$ cat src/rtl/seg7_defs.sv
`default_nettype none
// ============================================================================
//  Module      : seg7_defs (package)
//  Description : Shared constants for the seven-segment readback path:
//                active-low segment patterns (g..a) for hex digits 0..F,
//                the all-off blank pattern, and decoder FSM state codes.
//  Revision    : 1.0 - initial release
// ============================================================================
package seg7_defs;

    // Active-low patterns, bit 6 = g ... bit 0 = a
    localparam logic [6:0] SEG_0     = 7'h40;
    localparam logic [6:0] SEG_1     = 7'h79;
    localparam logic [6:0] SEG_2     = 7'h24;
    localparam logic [6:0] SEG_3     = 7'h30;
    localparam logic [6:0] SEG_4     = 7'h19;
    localparam logic [6:0] SEG_5     = 7'h12;
    localparam logic [6:0] SEG_6     = 7'h02;
    localparam logic [6:0] SEG_7     = 7'h78;
    localparam logic [6:0] SEG_8     = 7'h00;
    localparam logic [6:0] SEG_9     = 7'h10;
    localparam logic [6:0] SEG_A     = 7'h20;
    localparam logic [6:0] SEG_B     = 7'h03;
    localparam logic [6:0] SEG_C     = 7'h27;
    localparam logic [6:0] SEG_D     = 7'h21;
    localparam logic [6:0] SEG_E     = 7'h04;
    localparam logic [6:0] SEG_F     = 7'h0E;
    localparam logic [6:0] SEG_BLANK = 7'h7F;

    // Decoder FSM state encodings
    localparam logic [1:0] ST_TRACK  = 2'd0;
    localparam logic [1:0] ST_ACCEPT = 2'd1;
    localparam logic [1:0] ST_HOLD   = 2'd2;

endpackage
`default_nettype wire

$ cat src/rtl/seg7_pattern_lut.sv
`default_nettype none
// ============================================================================
//  Module      : seg7_pattern_lut
//  Description : Combinational reverse lookup of an active-low 7-segment
//                pattern to its hex nibble.
//  Ports       : pattern_i [6:0] - active-low segment pattern (g..a)
//                nibble_o  [3:0] - decoded value (0 when not legal)
//                legal_o         - pattern is one of the 16 digit patterns
//                blank_o         - pattern is all segments off
//  Revision    : 1.0 - initial release
// ============================================================================
module seg7_pattern_lut
    import seg7_defs::*;
(
    input  logic [6:0] pattern_i,
    output logic [3:0] nibble_o,
    output logic       legal_o,
    output logic       blank_o
);

    always_comb begin
        nibble_o = 4'h0;
        legal_o  = 1'b1;
        blank_o  = 1'b0;
        case (pattern_i)
            SEG_0:     nibble_o = 4'h0;
            SEG_1:     nibble_o = 4'h1;
            SEG_2:     nibble_o = 4'h2;
            SEG_3:     nibble_o = 4'h3;
            SEG_4:     nibble_o = 4'h4;
            SEG_5:     nibble_o = 4'h5;
            SEG_6:     nibble_o = 4'h6;
            SEG_7:     nibble_o = 4'h7;
            SEG_8:     nibble_o = 4'h8;
            SEG_9:     nibble_o = 4'h9;
            SEG_A:     nibble_o = 4'hA;
            SEG_B:     nibble_o = 4'hB;
            SEG_C:     nibble_o = 4'hC;
            SEG_D:     nibble_o = 4'hD;
            SEG_E:     nibble_o = 4'hE;
            SEG_F:     nibble_o = 4'hF;
            SEG_BLANK: begin
                legal_o = 1'b0;
                blank_o = 1'b1;
            end
            default:   legal_o = 1'b0;
        endcase
    end

endmodule
`default_nettype wire

$ cat src/rtl/seg7_hex_decoder.sv
`default_nettype none
// ============================================================================
//  Module      : seg7_hex_decoder
//  Description : Samples an active-low segment bus, waits for it to hold
//                steady for STABLE_CYCLES samples, then decodes it to a hex
//                nibble delivered over a valid/ready handshake, with blank,
//                illegal-pattern and overrun reporting.
//  Ports       : CLOCK_50        - clock, rising edge
//                RST             - asynchronous active-high reset
//                HEX_IN  [7:0]   - segment bus, bit 7 (DP) ignored
//                READY           - consumer accepts VALUE when VALID&READY
//                VALUE   [3:0]   - decoded nibble
//                VALID           - VALUE pending
//                BLANK           - last accepted pattern was all-off
//                ERR             - sticky illegal-pattern flag
//                ERR_CNT [W-1:0] - saturating illegal-pattern count
//                OVR             - sticky overrun flag
//  Revision    : 1.0 - initial release
// ============================================================================
module seg7_hex_decoder
    import seg7_defs::*;
#(
    parameter int STABLE_CYCLES = 4,
    parameter int ERR_CNT_W     = 8
) (
    input  logic                 CLOCK_50,
    input  logic                 RST,
    input  logic [7:0]           HEX_IN,
    input  logic                 READY,
    output logic [3:0]           VALUE,
    output logic                 VALID,
    output logic                 BLANK,
    output logic                 ERR,
    output logic [ERR_CNT_W-1:0] ERR_CNT,
    output logic                 OVR
);

    localparam logic [7:0]           c_stable  = 8'(STABLE_CYCLES);
    localparam logic [ERR_CNT_W-1:0] c_err_max = {ERR_CNT_W{1'b1}};

    // Decimal point carries no digit information.
    logic w_unused_dp;
    assign w_unused_dp = HEX_IN[7];

    logic [6:0]           smp_q, smp_prev_q, last_q;
    logic [6:0]           last_d;
    logic [7:0]           cnt_q, cnt_d;
    logic [1:0]           state_q, state_d;
    logic [3:0]           value_q, value_d;
    logic                 valid_q, valid_d;
    logic                 blank_q, blank_d;
    logic                 err_q, err_d;
    logic [ERR_CNT_W-1:0] err_cnt_q, err_cnt_d;
    logic                 ovr_q, ovr_d;

    logic [3:0]           w_nibble;
    logic                 w_legal;
    logic                 w_blank;

    // In ACCEPT, smp_prev_q holds the sample that completed the stable run,
    // even if the bus has already moved on in smp_q.
    seg7_pattern_lut u_lut (
        .pattern_i (smp_prev_q),
        .nibble_o  (w_nibble),
        .legal_o   (w_legal),
        .blank_o   (w_blank)
    );

    always_comb begin
        state_d   = state_q;
        cnt_d     = cnt_q;
        last_d    = last_q;
        value_d   = value_q;
        valid_d   = valid_q;
        blank_d   = blank_q;
        err_d     = err_q;
        err_cnt_d = err_cnt_q;
        ovr_d     = ovr_q;

        if (valid_q && READY) begin
            valid_d = 1'b0;
        end

        case (state_q)
            ST_TRACK: begin
                if (smp_q == smp_prev_q) begin
                    if (cnt_q != c_stable) begin
                        cnt_d = cnt_q + 8'd1;
                    end
                end else begin
                    cnt_d = 8'd1;
                end
                if (cnt_d == c_stable) begin
                    state_d = ST_ACCEPT;
                end
            end
            ST_ACCEPT: begin
                state_d = ST_HOLD;
                // Same pattern as last time: suppress duplicate delivery.
                if (smp_prev_q != last_q) begin
                    last_d = smp_prev_q;
                    if (w_legal) begin
                        value_d = w_nibble;
                        valid_d = 1'b1;
                        blank_d = 1'b0;
                        // Consumer taking the old value this cycle is no overrun.
                        if (valid_q && !READY) begin
                            ovr_d = 1'b1;
                        end
                    end else if (w_blank) begin
                        blank_d = 1'b1;
                    end else begin
                        err_d = 1'b1;
                        if (err_cnt_q != c_err_max) begin
                            err_cnt_d = err_cnt_q + ERR_CNT_W'(1);
                        end
                    end
                end
            end
            ST_HOLD: begin
                if (smp_q != last_q) begin
                    state_d = ST_TRACK;
                    cnt_d   = 8'd1;
                end
            end
            default: begin
                state_d = ST_TRACK;
                cnt_d   = 8'd0;
            end
        endcase
    end

    always_ff @(posedge CLOCK_50 or posedge RST) begin
        if (RST) begin
            smp_q      <= SEG_BLANK;
            smp_prev_q <= SEG_BLANK;
            last_q     <= SEG_BLANK;
            cnt_q      <= 8'd0;
            state_q    <= ST_TRACK;
            value_q    <= 4'h0;
            valid_q    <= 1'b0;
            blank_q    <= 1'b1;
            err_q      <= 1'b0;
            err_cnt_q  <= '0;
            ovr_q      <= 1'b0;
        end else begin
            smp_q      <= HEX_IN[6:0];
            smp_prev_q <= smp_q;
            last_q     <= last_d;
            cnt_q      <= cnt_d;
            state_q    <= state_d;
            value_q    <= value_d;
            valid_q    <= valid_d;
            blank_q    <= blank_d;
            err_q      <= err_d;
            err_cnt_q  <= err_cnt_d;
            ovr_q      <= ovr_d;
        end
    end

    assign VALUE   = value_q;
    assign VALID   = valid_q;
    assign BLANK   = blank_q;
    assign ERR     = err_q;
    assign ERR_CNT = err_cnt_q;
    assign OVR     = ovr_q;

endmodule
`default_nettype wire

$ cat config.mk
export PLATFORM = sky130hd
export DESIGN_NAME = seg7_hex_decoder
export DESIGN_NICKNAME = d
export VERILOG_FILES = /design/src/rtl/seg7_defs.sv /design/src/rtl/seg7_pattern_lut.sv /design/src/rtl/seg7_hex_decoder.sv
export SDC_FILE = /design/constraint.sdc
export NUM_CORES = 1
export LEC_CHECK = 0
export CAP_MARGIN = 20
export CORE_MARGIN = 2
export CORE_UTILIZATION = 35
export DETAILED_ROUTE_END_ITERATION = 8
export PLACE_DENSITY = 0.62
export SYNTH_ARGS = -nofsm -noshare
export SYNTH_HDL_FRONTEND = slang
export SYNTH_SLANG_ARGS = --single-unit
$ cat constraint.sdc
create_clock -name CLOCK_50 -period 6.6 [get_ports CLOCK_50]
set_input_delay 1.32 -clock CLOCK_50 [delete_from_list [all_inputs] [get_ports CLOCK_50]]
set_output_delay 1.32 -clock CLOCK_50 [all_outputs]
set_load 0.01 [all_outputs]
==> flow_summary.json, run 1 <==
{
  "status": "finished clean",
  "cp_slowest_cell": "dfstp_2",
  "cp.arrival_ps": 1360,
  "htree_levels": 2,
  "cp-start-kind": "register",
  "drv_cap": 0,
  "combPwrFrac_pct": 6.4,
  "grt.busiest_layer": "met2",
  "setup_viol": 0,
  "fin_crit_sh_pct": 40.6,
  "first_iter_violations": 77,
  "cts_made_buffers": 5,
  "vias": 1925,
  "worstSetupPathType": "register to primary output",
  "p_int_w": 0.000428,
  "cpLargestDelayFamily": "flip-flops",
  "met2_usage_pct": 21.7,
  "design_area_um2": 3040,
  "skew_ps": 9.24,
  "track_usage_pct": 13.2,
  "critPathMaxStageDelay_ps": 540,
  "syn2layout_area_growth_pct": 15.3,
  "hold_viol": 0,
  "gr-total-overflow": 0,
  "wl_per_cell_um": 13.4,
  "p_switching_w": 0.000130,
  "synthTopCellsByArea": "dfrtp_1 24%, dfstp_2 22%, xor2_1 5.3%",
  "drcViolationCount": 0,
  "hold_path.class": "register to register",
  "synthTopCellsByCount": "30 x nand2_1, 25 x dfrtp_1, 22 x dfstp_2",
  "clkLatencyLatePin_ps": 300,
  "drive_above_1_share_pct": 16.5,
  "dieHeight_um": 90.7,
  "yosysMostFrequentCell": "nand2_1",
  "ys_ff_latch": 47,
  "p_seq_share_pct": 55.5,
  "viasPerCell": 5.11,
  "multi_input_area_um2": 1300,
  "ys_types": 64,
  "placed_area_um2": 2900,
  "p_leak_nw": 1.26,
  "finalCriticalPeriod_ps": 2680,
  "hpwl_mm": 3.43,
  "first_pass_iters": 4,
  "syn_nets": 273,
  "yosys_warnings": 0,
  "synth.avg_cell_area_um2": 10.2,
  "antennaDiodeCount": 0,
  "relSlewSlack_pct": 60.5,
  "grt_pass1_vias": 1890,
  "synth_top_area_cell": "dfrtp_1",
  "synth_top_area_share_pct": 23.8,
  "drt_wl_total_mm": 5.04,
  "nets": 291,
  "fillers": 738,
  "die-area_um2": 8230,
  "grt_pass1_wl_mm": 8.94,
  "met1_usage_pct": 17.6,
  "num_rows": 31,
  "crit_required_ps": 5280,
  "grt.met3_usage_pct": 3.01,
  "seq_area_um2": 1200,
  "synth_edf_count": 0,
  "portBuffers": 25,
  "drv_slew": 0,
  "cts_sinks": 47,
  "yosysSeqAreaShare_pct": 45.7,
  "tns_ps": 0,
  "crit_fanout": 2,
  "cts_tree": "built",
  "io_pins": 27,
  "path_cells": "clkdlybuf4s50_1",
  "gp_congestion": 0.791,
  "cts_resized": 0,
  "die_x_um": 90.7,
  "synthCells": 259,
  "antenna_found_initial": 0,
  "core_um2": 7250,
  "grt_setup_unrepaired": "false",
  "hold_buffers": 0,
  "irDropWorstVdd_uv": 86.8,
  "cp-end-kind": "primary output",
  "path_clk_slew_ps": 90,
  "clk_path_buf_depth": 2,
  "drtAntennaViolNets": 0,
  "powerDensity_nw_per_um2": 184,
  "p_clk_share_pct": 38.1,
  "start_util_pct": 36.3,
  "crit_buf_inv": 1,
  "cts_root_buf": "clkbuf_8",
  "grt_max_degree": 48,
  "netlist_area_um2": 2630,
  "worstMarginPinSlew_ps": 591,
  "switching_share_pct": 23.4,
  "synth_flop_cell": "dfrtp_1",
  "maxClockFrequency_mhz": 373,
  "postCtsSetupRepairBufs": 0,
  "ys_async_sr_fraction_pct": 100
}
==> layout by cell type (no fill, tap or decap), types with 2 or more instances in the layout <==
cell type / count
a21o_1: 2
xnor2_2: 2
dfstp_2: 22
o21ai_0: 12
inv_1: 6
nand4_1: 5
nor4_1: 7
nand2b_1: 4
clkbuf_8: 5
ha_1: 3
and3_1: 2
a22o_1: 2
or3_4: 3
dfrtp_1: 25
a211oi_1: 3
a21oi_1: 6
nor2_1: 13
nor4b_1: 2
and2_1: 3
xor2_1: 16
nor3b_1: 2
and4b_1: 2
o31ai_1: 2
or4_1: 2
clkdlybuf4s50_1: 25
nand3_1: 10
xnor2_1: 12
a22oi_1: 3
nor2b_1: 5
o21ai_1: 5
nand2_1: 30
nor3_1: 2
==> worst paths after layout <==
check,start,endpoint,slack (ps),cells after the start
min in group asynchronous,RST,ERR,1230,2
hold / removal,smp_q[6],smp_prev_q[6],390,0
hold reg to reg,smp_q[6],smp_prev_q[6],390,0
setup / recovery,BLANK,BLANK,3920,1
max in group asynchronous,RST,smp_prev_q[1],4830,3
setup reg to reg,smp_prev_q[1],cnt_q[4],4060,5
==> area by class of cell <==
type	instances	share of cell area, %
clock buffers	5	2.27
repair buffers	26	8.90
flip-flops and latches	47	39.7
inverters	7	0.866
well taps	99	4.08
clock inverters	3	1.40
multi-input cells	190	42.8
==> per-stage QoR <==
stage | total power (W) | utilization (%) | hold slack (ps) | cells | setup WS, ps
final | 0.000558 | 41.8 | 387 | 377 | 3920
after CTS | 0.000567 | 41.6 | 392 | 376 | 3900
after global placement | 0.000349 | 40.0 | 380 | 368 | 4030
after detailed placement | 0.000349 | 40.0 | 379 | 368 | 4040
after global routing | 0.000584 | 41.8 | 397 | 377 | 3830
after floorplan | 0.000340 | - | 372 | 259 | 4200
==> sequential cells by signal (all words and copies together), names as in the netlist <==
register	cells
BLANK	1
state_q	2
last_q	7
OVR	1
cnt_q	8
ERR	1
ERR_CNT	8
smp_q	7
VALID	1
smp_prev_q	7
VALUE	4
==> per-layer routing <==
layer / vias to the layer above / share of wire (%)
li1: 956 / -
met1: 932 / 47
met2: 32 / 48
met3: 5 / 3.6
met4: 0 / 1.1
met5: - / 0
==> cell families (layout without fill, tap and decap cells) <==
family          Yosys count  count (layout)  share of synthesized area (%)
simple gates            104             104                           22.8
compound gates           50              50                           13.3
flops                    47              47                           45.7
xor+xnor                 30              30                           10.6
buf+inv                  22              41                           4.90
fa+ha+maj                 3               3                           1.43
mux                       3               3                           1.38
==> power by group through the flow <==
stage | registers, W | logic [W] | clock network, W
after CTS | 0.000310 | 0.0000348 | 0.000223
after detailed placement | 0.000315 | 0.0000346 | 0
after global routing | 0.000312 | 0.0000400 | 0.000232
after floorplan | 0.000305 | 0.0000356 | 0
final | 0.000310 | 0.0000355 | 0.000213
after global placement | 0.000314 | 0.0000341 | 0
Note: power is estimated with default switching activity, not from simulation.
==> run 2, diff against run 1 <==
==> constraint.sdc (replaced) <==
create_clock -name CLOCK_50 -period 2.7 [get_ports CLOCK_50]
set_input_delay 0.54 -clock CLOCK_50 [delete_from_list [all_inputs] [get_ports CLOCK_50]]
set_output_delay 0.54 -clock CLOCK_50 [all_outputs]
set_load 0.01 [all_outputs]
==> flow_summary.json, run 2 (synthesis results as in run 1) <==
{
  "crit_path_frequent_cell": "or3_4",
  "setup.worst_path.start": "smp_prev_q[4]",
  "status": "finished clean",
  "min_path_cells": 0,
  "p_leak_nw": 1.28,
  "critPathMaxStageDelay_ps": 660,
  "cts_sinks": 47,
  "portBuffers": 25,
  "cts_made_buffers": 5,
  "crit_fanout": 12,
  "final_cell_mix": "30 x nand2_1, 25 x dfrtp_1, 25 x clkdlybuf4s50_1",
  "gr-total-overflow": 0,
  "hold_buffers": 0,
  "cts_root_buf": "clkbuf_8",
  "stdcell_count": 380,
  "cp.arrival_ps": 2530,
  "grt_pass1_vias": 1796,
  "path_clk_slew_ps": 90,
  "worst-r2r-cell-count": 6,
  "drt_wl_total_mm": 5.00,
  "worstReg2RegEnd": "ERR_CNT[4]",
  "antenna_found_initial": 0,
  "path_cells": "and3b_1, a221oi_2, nor3_1, or3_4, or3_4, xnor2_2",
  "num_rows": 31,
  "first_iter_violations": 79,
  "drtAntennaViolNets": 0,
  "cp_slowest_cell": "dfstp_2",
  "final_common_cell": "nand2_1",
  "gp_congestion": 0.766,
  "antennaDiodeCount": 0,
  "grt_pass1_wl_mm": 8.74,
  "syn2layout_area_growth_pct": 16.2,
  "io_pins": 27,
  "clk_path_buf_depth": 2,
  "skew_ps": 6.35,
  "htree_levels": 2,
  "vias": 1928,
  "drcViolationCount": 0,
  "holdPathEnd": "smp_prev_q[0]",
  "grt_setup_unrepaired": "false",
  "drv_cap": 0,
  "finalCriticalPeriod_ps": 2330,
  "drive_above_1_share_pct": 17.4,
  "dp.cells": 372,
  "dieHeight_um": 90.7,
  "utilization_pct": 42.2,
  "grt_max_degree": 27,
  "powerDensity_nw_per_um2": 448,
  "wl_per_cell_um": 13.2,
  "maxClockFrequency_mhz": 429,
  "cp-start-kind": "register",
  "cts_tree": "built",
  "viasPerCell": 5.07,
  "hpwl_mm": 3.51,
  "r2r_start": "smp_prev_q[4]",
  "relSlewSlack_pct": 66.9,
  "hold_path.class": "register to register",
  "postCtsSetupRepairBufs": 0,
  "tns_ps": 0,
  "nets": 294,
  "crit_required_ps": 2900,
  "cts_resized": 0,
  "first_pass_iters": 4,
  "hold_viol": 0,
  "setup_viol": 0,
  "worstMarginPinSlew_ps": 495,
  "worstHoldStart": "smp_q[0]",
  "core_um2": 7250,
  "clkLatencyLatePin_ps": 310,
  "fin_crit_sh_pct": 86.2,
  "die_x_um": 90.7,
  "cp-end-kind": "register",
  "die-area_um2": 8230,
  "drv_slew": 0,
  "track_usage_pct": 13.0,
  "r2r_slack_ps": 370,
  "worstSetupPathType": "register to register",
  "start_util_pct": 36.3,
  "irDropWorstVdd_uv": 209
}
run 2: changes by cell type in the layout (fill, tap and decap cells not counted), sizes merged:
| cell | delta |
|---|---|
| buf | +3 |
run 2: routing by layer:
layer / vias up / GRT usage, % / wire length (um)
li1: 970 / - / -
met1: 920 / 17.9 / 2380
met2: 31 / 19.7 / 2340
met3: 7 / 3.51 / 196
met4: 0 / 4.62 / 81
met5: - / 0 / 0
run 2: how the worst max path moves through the flow:
stage | endpoint | slack (ps) | depth (start not counted)
2_1_floorplan | ERR_CNT[3] | 510 | 8
3_3_place_gp | ERR_CNT[3] | 370 | 6
3_5_place_dp | ERR_CNT[1] | 370 | 6
4_1_cts | ERR_CNT[1] | 360 | 6
5_1_grt | ERR_CNT[3] | 230 | 6
6_report | ERR_CNT[4] | 370 | 6
run 2: where the power goes:
group | leakage (nW) | total [W] | switching (W) | internal [W]
clock network | 0.0562 | 0.000523 | 0.000247 | 0.000276
registers | 0.574 | 0.000757 | 0.0000319 | 0.000725
logic | 0.649 | 0.0000885 | 0.0000437 | 0.0000448
total | 1.28 | 0.00137 | 0.000323 | 0.00105
run 2: area by class of cell:
class | instances | area, um^2
fillers | 693 | 4200
multi-input cells | 190 | 1300
flip-flops and latches | 47 | 1200
repair buffers | 29 | 293
well taps | 99 | 124
clock buffers | 5 | 68.8
clock inverters | 3 | 42.5
inverters | 7 | 26.3
run 2: metrics by stage:
| stage | cell area (um^2) | setup slack (ps) | power (W) | hold slack, ps |
|---|---|---|---|---|
| floorplan | 2630 | 509 | 0.000832 | 372 |
| global placement | 2950 | 372 | 0.000857 | 380 |
| detailed placement | 2950 | 370 | 0.000860 | 382 |
| CTS | 3060 | 363 | 0.00140 | 393 |
| global route | 3060 | 234 | 0.00144 | 393 |
| finish | 3060 | 372 | 0.00137 | 391 |
run 2: worst max-delay path: cells and delay by family (launching register included):
family           cells  cell delay, ps
flip-flops           1             660
XOR/XNOR             1             130
AND/OR/NAND/NOR      4            1160
AO/OA/AOI/OAI        1             270
==> run 3, diff against run 2 <==
--- a/config.mk
+++ b/config.mk
@@ -7,9 +7,10 @@
 export LEC_CHECK = 0
 export CAP_MARGIN = 20
 export CORE_MARGIN = 2
-export CORE_UTILIZATION = 35
+export CORE_UTILIZATION = 25
 export DETAILED_ROUTE_END_ITERATION = 8
-export PLACE_DENSITY = 0.62
+export PLACE_DENSITY = 0.5
 export SYNTH_ARGS = -nofsm -noshare
 export SYNTH_HDL_FRONTEND = slang
 export SYNTH_SLANG_ARGS = --single-unit
+export TNS_END_PERCENT = 1
==> flow_summary.json, run 3 (synthesis results as in run 1) <==
{
  "syn2layout_area_growth_pct": 16.6,
  "drv_slew": 0,
  "gr-total-overflow": 0,
  "tns_ps": 0,
  "hold_buffers": 0,
  "cts_made_buffers": 5,
  "drv_cap": 0,
  "crit_buf_inv": 0,
  "portBuffers": 25,
  "fillers": 1084,
  "worstSetupPathType": "register to register",
  "first_pass_iters": 4,
  "drcViolationCount": 0,
  "path_clk_slew_ps": 80,
  "crit_fanout": 12,
  "grt_setup_unrepaired": "false",
  "worstHoldStart": "smp_q[0]",
  "grt_pass1_vias": 1852,
  "maxClockFrequency_mhz": 429,
  "cpLargestDelayFamily": "simple AND/OR/NAND/NOR gates",
  "drtAntennaViolNets": 0,
  "first_iter_violations": 64,
  "grt_max_degree": 33,
  "cp-start-kind": "register",
  "cp_slowest_cell": "dfstp_2",
  "hold_viol": 0,
  "min_path_cells": 0,
  "multi_input_area_um2": 1300,
  "final_common_cell": "nand2_1",
  "final_cell_mix": "30 x nand2_1, 25 x dfrtp_1, 25 x clkdlybuf4s50_1",
  "setup.worst_path.start": "smp_prev_q[4]",
  "status": "finished clean",
  "drt_wl_total_mm": 5.39,
  "grt_pass1_wl_mm": 9.43,
  "htree_levels": 2,
  "io_pins": 27,
  "hpwl_mm": 3.77,
  "core_um2": 10300,
  "clkLatencyLatePin_ps": 300,
  "track_usage_pct": 10.1,
  "hold_path.class": "register to register",
  "cp-end-kind": "register",
  "antennaDiodeCount": 0,
  "cts_root_buf": "clkbuf_8",
  "powerDensity_nw_per_um2": 411,
  "r2r_slack_ps": 370,
  "relSlewSlack_pct": 55.0,
  "holdPathEnd": "smp_prev_q[0]",
  "vias": 1935,
  "cts_sinks": 47,
  "nets": 295,
  "antenna_found_initial": 0,
  "cts_tree": "built",
  "critPathMaxStageDelay_ps": 670,
  "r2r_start": "smp_prev_q[4]",
  "cp.arrival_ps": 2520,
  "utilization_pct": 29.9,
  "worstReg2RegEnd": "ERR_CNT[3]",
  "setup_viol": 0,
  "crit_path_frequent_cell": "or3_4",
  "viasPerCell": 4.63,
  "skew_ps": 8.96,
  "worstMarginPinSlew_ps": 674,
  "wl_per_cell_um": 12.9,
  "path_cells": "and3b_1, a221oi_2, nor3_1, or3_4, or3_4, xnor2_2",
  "finalCriticalPeriod_ps": 2330,
  "die_x_um": 107,
  "start_util_pct": 25.6,
  "clk_path_buf_depth": 2,
  "drive_above_1_share_pct": 17.4,
  "p_leak_nw": 1.27,
  "worst-r2r-cell-count": 6,
  "dieHeight_um": 107,
  "fin_crit_sh_pct": 86.3,
  "postCtsSetupRepairBufs": 0,
  "seq_area_um2": 1200,
  "crit_required_ps": 2890,
  "gp_congestion": 0.758,
  "cts_resized": 0,
  "num_rows": 37,
  "die-area_um2": 11400,
  "irDropWorstVdd_uv": 169
}
-- run 3: changes by cell type in the layout (fill, tap and decap cells not counted), sizes merged --
cell | before | now
inv | 8 | 7
clkbuf | 5 | 7
bufinv | 1 | 0
buf | 4 | 5
-- run 3: power by group --
group | leakage [nW] | switching [W] | total [W] | internal, W
combinational | 0.649 | 0.0000438 | 0.0000876 | 0.0000438
sequential | 0.574 | 0.0000329 | 0.000758 | 0.000725
clock | 0.0422 | 0.000234 | 0.000417 | 0.000182
total | 1.27 | 0.000311 | 0.00126 | 0.000951
-- run 3: metrics by stage --
stage                     power (W)  instance area [um^2]  instances  hold slack, ps  setup WS [ps]
after floorplan            0.000832                  2630        259             372            509
after global placement     0.000859                  2990        410             380            402
after detailed placement   0.000860                  2990        410             383            382
after CTS                   0.00129                  3070        418             396            361
after global routing        0.00133                  3070        418             399            246
final                       0.00126                  3070        418             394            371
-- run 3: routing by layer --
| layer | wire length [um] | GRT usage (%) | part of all wire (%) |
|---|---|---|---|
| met1 | 2780 | 14.9 | 51 |
| met2 | 2420 | 15.2 | 45 |
| met3 | 157 | 2.07 | 2.9 |
| met4 | 43 | 2.23 | 0.80 |
| met5 | 0 | 0 | 0 |
-- run 3: area by class of cell --
| type | count | area share, % |
|---|---|---|
| Clock buffer | 7 | 2.49 |
| Clock inverter | 1 | 0.163 |
| Inverter | 7 | 0.856 |
| Multi-Input combinational cell | 190 | 42.4 |
| Sequential cell | 47 | 39.2 |
| Tap cell | 136 | 5.54 |
| Timing Repair Buffer | 30 | 9.38 |
-- run 3: worst max path at each step --
| stage | end | slack (ps) | cells past startpoint |
|---|---|---|---|
| 4_1_cts | ERR_CNT[4] | 360 | 6 |
| 5_1_grt | ERR_CNT[3] | 250 | 6 |
| 3_3_place_gp | ERR_CNT[4] | 400 | 6 |
| 3_5_place_dp | ERR_CNT[3] | 380 | 6 |
| 6_report | ERR_CNT[3] | 370 | 6 |
| 2_1_floorplan | ERR_CNT[3] | 510 | 8 |
